[config.mk]
export PLATFORM = sky130hd
export DESIGN_NAME = alu_sequencer
export DESIGN_NICKNAME = d
export VERILOG_FILES = /design/src/rtl/alu_sequencer.sv
export SDC_FILE = /design/constraint.sdc
export NUM_CORES = 1
export LEC_CHECK = 0
export ABC_CLOCK_PERIOD_IN_PS = 2000
export CORE_MARGIN = 2
export CORE_UTILIZATION = 41
export DETAILED_ROUTE_END_ITERATION = 10
export MAX_ROUTING_LAYER = met4
export PLACE_DENSITY = 0.8
export REMOVE_ABC_BUFFERS = 1
export SLEW_MARGIN = 40
export SYNTH_ARGS = -nofsm -noshare
export SYNTH_HDL_FRONTEND = slang
export SYNTH_SLANG_ARGS = --single-unit
[constraint.sdc]
create_clock -name clk -period 2 [get_ports clk]
set_input_delay 0.3 -clock clk [delete_from_list [all_inputs] [get_ports clk]]
set_output_delay 0.3 -clock clk [all_outputs]
set_load 0.02 [all_outputs]
[src/rtl/alu_sequencer.sv]
// Multi-cycle RV32I R/I-type ALU instruction sequencer: decode, execute, write-back.
// Optional ALU_SEQ_PERF_CNT_EN adds saturating retired/illegal counters.
module alu_sequencer #(
    parameter int unsigned XLEN  = 32,
    parameter int unsigned CNT_W = 16
) (
    input  logic            clk,
    input  logic            rst,
    input  logic            instr_valid,
    input  logic [31:0]     instr,
    output logic            instr_ready,
    output logic [4:0]      rs1_addr,
    output logic [4:0]      rs2_addr,
    output logic [4:0]      alu_op,
    output logic            alu_src_imm,
    output logic [XLEN-1:0] imm,
    input  logic [XLEN-1:0] alu_result,
    output logic            rd_we,
    output logic [4:0]      rd_addr,
    output logic [XLEN-1:0] rd_wdata,
    output logic            done,
    output logic            illegal
`ifdef ALU_SEQ_PERF_CNT_EN
    ,
    output logic [CNT_W-1:0] retired_cnt,
    output logic [CNT_W-1:0] illegal_cnt
`endif
);

    localparam logic [1:0] StIdle      = 2'd0;
    localparam logic [1:0] StDecode    = 2'd1;
    localparam logic [1:0] StExecute   = 2'd2;
    localparam logic [1:0] StWriteback = 2'd3;

    localparam logic [6:0] OpcR = 7'b0110011;
    localparam logic [6:0] OpcI = 7'b0010011;
    localparam logic [6:0] F7Base = 7'b0000000;
    localparam logic [6:0] F7Alt  = 7'b0100000;

    localparam logic [4:0] OpAdd  = 5'b00000;
    localparam logic [4:0] OpSub  = 5'b00001;
    localparam logic [4:0] OpAnd  = 5'b00010;
    localparam logic [4:0] OpOr   = 5'b00011;
    localparam logic [4:0] OpXor  = 5'b00100;
    localparam logic [4:0] OpSll  = 5'b00101;
    localparam logic [4:0] OpSrl  = 5'b00110;
    localparam logic [4:0] OpSra  = 5'b00111;
    localparam logic [4:0] OpSlt  = 5'b01000;
    localparam logic [4:0] OpSltu = 5'b01001;

    logic [1:0]      state_q, state_d;
    logic [31:0]     instr_q;
    logic [4:0]      alu_op_q;
    logic            alu_src_imm_q;
    logic [XLEN-1:0] imm_q;
    logic [XLEN-1:0] rd_wdata_q;
    logic            illegal_q;

    logic [6:0]      opcode;
    logic [2:0]      funct3;
    logic [6:0]      funct7;
    logic [4:0]      dec_op;
    logic            dec_src_imm;
    logic            dec_legal;
    logic [XLEN-1:0] dec_imm;

    assign opcode = instr_q[6:0];
    assign funct3 = instr_q[14:12];
    assign funct7 = instr_q[31:25];

    always_comb begin
        dec_op      = OpAdd;
        dec_src_imm = 1'b0;
        dec_legal   = 1'b0;
        dec_imm     = '0;
        if (opcode == OpcR) begin
            if (funct7 == F7Base) begin
                dec_legal = 1'b1;
                case (funct3)
                    3'b000:  dec_op = OpAdd;
                    3'b001:  dec_op = OpSll;
                    3'b010:  dec_op = OpSlt;
                    3'b011:  dec_op = OpSltu;
                    3'b100:  dec_op = OpXor;
                    3'b101:  dec_op = OpSrl;
                    3'b110:  dec_op = OpOr;
                    default: dec_op = OpAnd;
                endcase
            end else if (funct7 == F7Alt) begin
                if (funct3 == 3'b000) begin
                    dec_legal = 1'b1;
                    dec_op    = OpSub;
                end else if (funct3 == 3'b101) begin
                    dec_legal = 1'b1;
                    dec_op    = OpSra;
                end
            end
        end else if (opcode == OpcI) begin
            dec_src_imm = 1'b1;
            dec_imm     = {{(XLEN-12){instr_q[31]}}, instr_q[31:20]};
            case (funct3)
                3'b000: begin dec_legal = 1'b1; dec_op = OpAdd;  end
                3'b010: begin dec_legal = 1'b1; dec_op = OpSlt;  end
                3'b011: begin dec_legal = 1'b1; dec_op = OpSltu; end
                3'b100: begin dec_legal = 1'b1; dec_op = OpXor;  end
                3'b110: begin dec_legal = 1'b1; dec_op = OpOr;   end
                3'b111: begin dec_legal = 1'b1; dec_op = OpAnd;  end
                3'b001: begin
                    dec_legal = (funct7 == F7Base);
                    dec_op    = OpSll;
                end
                default: begin
                    dec_legal = (funct7 == F7Base) || (funct7 == F7Alt);
                    dec_op    = (funct7 == F7Alt) ? OpSra : OpSrl;
                end
            endcase
        end
        // Rejected instructions leave the ALU controls at a neutral value.
        if (!dec_legal) begin
            dec_op      = OpAdd;
            dec_src_imm = 1'b0;
            dec_imm     = '0;
        end
    end

    always_comb begin
        state_d = state_q;
        case (state_q)
            StIdle:      if (instr_valid) state_d = StDecode;
            StDecode:    state_d = dec_legal ? StExecute : StIdle;
            StExecute:   state_d = StWriteback;
            default:     state_d = StIdle;
        endcase
    end

    always_ff @(posedge clk) begin
        if (rst) begin
            state_q       <= StIdle;
            instr_q       <= '0;
            alu_op_q      <= '0;
            alu_src_imm_q <= 1'b0;
            imm_q         <= '0;
            rd_wdata_q    <= '0;
            illegal_q     <= 1'b0;
        end else begin
            state_q   <= state_d;
            illegal_q <= (state_q == StDecode) && !dec_legal;
            if (state_q == StIdle && instr_valid) begin
                instr_q <= instr;
            end
            if (state_q == StDecode) begin
                alu_op_q      <= dec_op;
                alu_src_imm_q <= dec_src_imm;
                imm_q         <= dec_imm;
            end
            if (state_q == StExecute) begin
                rd_wdata_q <= alu_result;
            end
        end
    end

    assign instr_ready = (state_q == StIdle) && !rst;
    assign rs1_addr    = instr_q[19:15];
    assign rs2_addr    = instr_q[24:20];
    assign rd_addr     = instr_q[11:7];
    assign alu_op      = alu_op_q;
    assign alu_src_imm = alu_src_imm_q;
    assign imm         = imm_q;
    assign rd_wdata    = rd_wdata_q;
    assign done        = (state_q == StWriteback);
    assign rd_we       = (state_q == StWriteback) && (instr_q[11:7] != 5'd0);
    assign illegal     = illegal_q;

`ifdef ALU_SEQ_PERF_CNT_EN
    logic [CNT_W-1:0] retired_cnt_q;
    logic [CNT_W-1:0] illegal_cnt_q;

    always_ff @(posedge clk) begin
        if (rst) begin
            retired_cnt_q <= '0;
            illegal_cnt_q <= '0;
        end else begin
            if (done && retired_cnt_q != {CNT_W{1'b1}}) begin
                retired_cnt_q <= retired_cnt_q + 1'b1;
            end
            if (illegal_q && illegal_cnt_q != {CNT_W{1'b1}}) begin
                illegal_cnt_q <= illegal_cnt_q + 1'b1;
            end
        end
    end

    assign retired_cnt = retired_cnt_q;
    assign illegal_cnt = illegal_cnt_q;
`endif

endmodule

==> parameters.txt <==
Parameter                              Value

Yosys
  Dominant cell type by area after synthesis ... dfxtp_1
  Number of synthesis warnings ... 0
  Average cell area after synthesis ... 8.089 sq um
  Number of distinct library cell variants in the gate-level netlist after synthesis ... 34
  Cell count after synthesis ... 415
  Count of state elements after synthesis ... 84
  Area fraction of the dominant cell type after synthesis ... 0.5009
  Mapped cell area ... 3357 sq um
  Top cells by area, synth ... dfxtp_1 50%, nand2_1 15%, a21oi_1 10%
  Proportion of synthesized chip area in sequential cells ... 0.5009

Final layout
  Nets ... 591
  Relative area change from synthesis to final layout ... 46.63%
  Share of layout cells above drive strength 1 ... 0.07183
  Count of antenna diodes in the layout ... 0

CTS
  Max Buffers Root-to-Sink ... 2
  Number of H-tree branching levels ... 3
  TritonCTS clock tree ... built
  Number of clock buffers inserted by TritonCTS ... 9
  Hold buffer count at CTS ... 0
  Clock slew at the register clock pins of the worst setup and hold paths ... 0.10 ns
  Clock tree root buffer cell ... clkbuf_8
  Clk Latency, worst-skew pair ... 0.35 ns
  Clk sinks ... 84

Floorplanning
  Core area ... 8093 sq um
  Std-Cell Rows ... 33
  Area of the die ... 8927 sq um
  Floorplan die width ... 94.49 microns
  Initial standard-cell utilization of the core ... 0.4148
  Height of the die ... 94.49 microns
  Number of placed I/O pins ... 156

Global route
  Antenna violations before repair ... 0
  Number of global-route vias before repair ... 2751
  Maximum number of pins on one net before global-route repair ... 47
  Gr ovfl total ... 0
  First-pass GRT wire length ... 12850 microns
  Overall routing resource usage ... 0.1883

Detailed routing
  Detail-routed net length per standard cell ... 12.93 microns
  Drt via density ... 4.831
  Initial DRC Count ... 134
  Wire length reported by the detailed router ... 8200 microns
  DRT antenna net count ... 0
  DRC violation count after routing ... 0
  Number of iterations in the first detailed-routing pass ... 5
  DR vias ... 3063

Timing
  Max Fclk ... 0.5286 GHz
  Setup repair after global routing missed its margin ... false
  Share of the clock period used by the worst path after layout ... 0.9459
  Least setup slack across all paths after layout ... 0.1082 ns
  Final min period ... 1.892 ns
  Max-slew headroom ... 0.5918
  Worst-case hold slack ... 0.3510 ns
  Tightest Pin Transition ... 0.6095 ns
  Final hold violation count ... 0
  Setup violators final ... 0
  Final max-slew violation count ... 0
  Clock Skews ... 0.01592 ns

Place
  Global placer's final weighted congestion ... 0.7961
  Dpl hpwl ... 6063 microns
  Port Buffers ... 154
  Worst setup slack after placement ... 0.1446 ns

Pwr
  Power per Cell Area ... 684.2 nW/um^2
  Peak supply drop ... 0.0003680 V
  Leak Pwr ... 1.754 nW

Setup path
  Crit Path Max Fanout ... 7
  Endpoint kind of the worst setup timing path ... output port
  Endpoint required time on the critical path ... 1.70 ns
  Critical path type ... flop to output port
  Data arrival at the endpoint of the critical path ... 1.59 ns
  Element type at the critical path start ... flop

Outcome
  Result of the run ... finished, final reports clean

Job
  Number of max-cap violations ... 0

Worst hold path
  Path type of the worst min-delay path ... input pin to flop
==> cells by family (layout without fill, tap and decap cells) <==
family                    count (synthesis)  in the layout  share of synthesized area
AOI/OAI and AO/OA                       100            100                     0.1785
xor gates and xnor gates                  1              1                   0.002609
buffers and inverters                    70            184                     0.1208
DFF                                      84             84                     0.5009
other                                     1              1                   0.001117
and+or+nand+nor                         159            159                     0.1961
==> layer usage <==
layer | track usage | vias up | part of all wire
li1 | - | 1543 | -
met1 | 0.2158 | 1387 | 0.41
met2 | 0.3173 | 120 | 0.50
met3 | 0.05188 | 13 | 0.072
met4 | 0.06643 | 0 | 0.017
met5 | - | - | 0
==> cell usage in the layout, fill, tap and decap left out, drive strengths merged, types with 2 or more instances in the layout <==
cell	synthesis	layout
nand2b	2	2
or4	3	3
clkdlybuf4s50	0	152
nor2b	4	4
o21ai	6	6
clkbuf	28	10
nand2	132	132
a21oi	69	69
dfxtp	84	84
inv	3	6
a211oi	2	2
nor2	8	8
buf	39	12
a22o	15	15
and2	2	2
a21o	2	2
nor3	5	5
clkinvlp	0	2
==> worst max-delay path: stages (launching register included) <==
cell             delay (ns)
dfxtp_1                0.43
and2_1                 0.20
clkdlybuf4s50_1        0.62
==> final timing paths <==
path / from / end / slack [ns] / cells past startpoint
max: state_q[1]$_SDFFE_PP0P_ / done / 0.11 / 2
min: rst / rd_wdata[31]$_SDFFE_PP0P_ / 0.35 / 3
max reg2reg: instr_q[25]$_SDFFE_PP0P_ / imm[30]$_SDFFE_PP0P_ / 0.23 / 6
min reg2reg: instr_q[4]$_SDFFE_PP0P_ / instr_q[4]$_SDFFE_PP0P_ / 0.45 / 2
==> sequential cells by signal (all words and copies together), names as in the netlist <==
name / flops
instr_q: 32
rd_wdata: 32
imm: 12
alu_op: 4
state_q: 2
alu_src_imm: 1
illegal: 1
==> report_power, final <==
| part | total, mW | leakage (nW) | internal, mW | switching (mW) |
|---|---|---|---|---|
| clock | 1.24 | 0.0984 | 0.596 | 0.648 |
| sequential | 1.75 | 0.683 | 1.71 | 0.0380 |
| combinational | 0.373 | 0.973 | 0.207 | 0.166 |
==> synth_stat cells <==
cell type,n
a211oi_1,1
a211oi_4,1
a21o_1,2
a21oi_1,69
a22o_1,15
a31o_2,1
a31oi_1,1
a32o_1,1
and2_1,2
buf_1,2
buf_4,36
buf_6,1
clkbuf_1,28
conb_1,1
dfxtp_1,84
inv_1,3
nand2_1,132
nand2b_1,2
nand4_1,1
nor2_1,8
nor2b_1,4
nor3_1,4
nor3_4,1
nor3b_1,1
o21a_1,1
o21ai_0,4
o21ai_1,1
o21ai_2,1
o22ai_1,1
o31ai_1,1
or3_1,1
or4_1,2
or4_4,1
xor2_1,1
==> final cells by class <==
type,instances,area [sq um]
multi-input cells,261,1275
clock inverters,7,82.58
fillers,715,3171
repair buffers,165,1614
clock buffers,9,123.9
well taps,105,131.4
flip-flops and latches,84,1684
inverters,3,11.26
==> repair_timing <==
item                                    CTS  global route
pin swaps                                 0             0
gates resized for setup                   3             2
buffers inserted                          0             0
endpoints found under the setup margin   22             2
==> per-stage QoR <==
stage	utilization	total power, mW	cells	TNS [ns]	instance area, sq um
2_1_floorplan	-	1.921	348	-28.50	2963
3_3_place_gp	0.5827	2.154	618	0	4716
3_5_place_dp	0.5830	2.162	618	0	4718
4_1_cts	0.6087	3.400	634	0	4926
5_1_grt	0.6082	3.529	634	0	4922
6_report	0.6082	3.368	634	0	4922
Note: power is estimated with default switching activity, not from simulation.
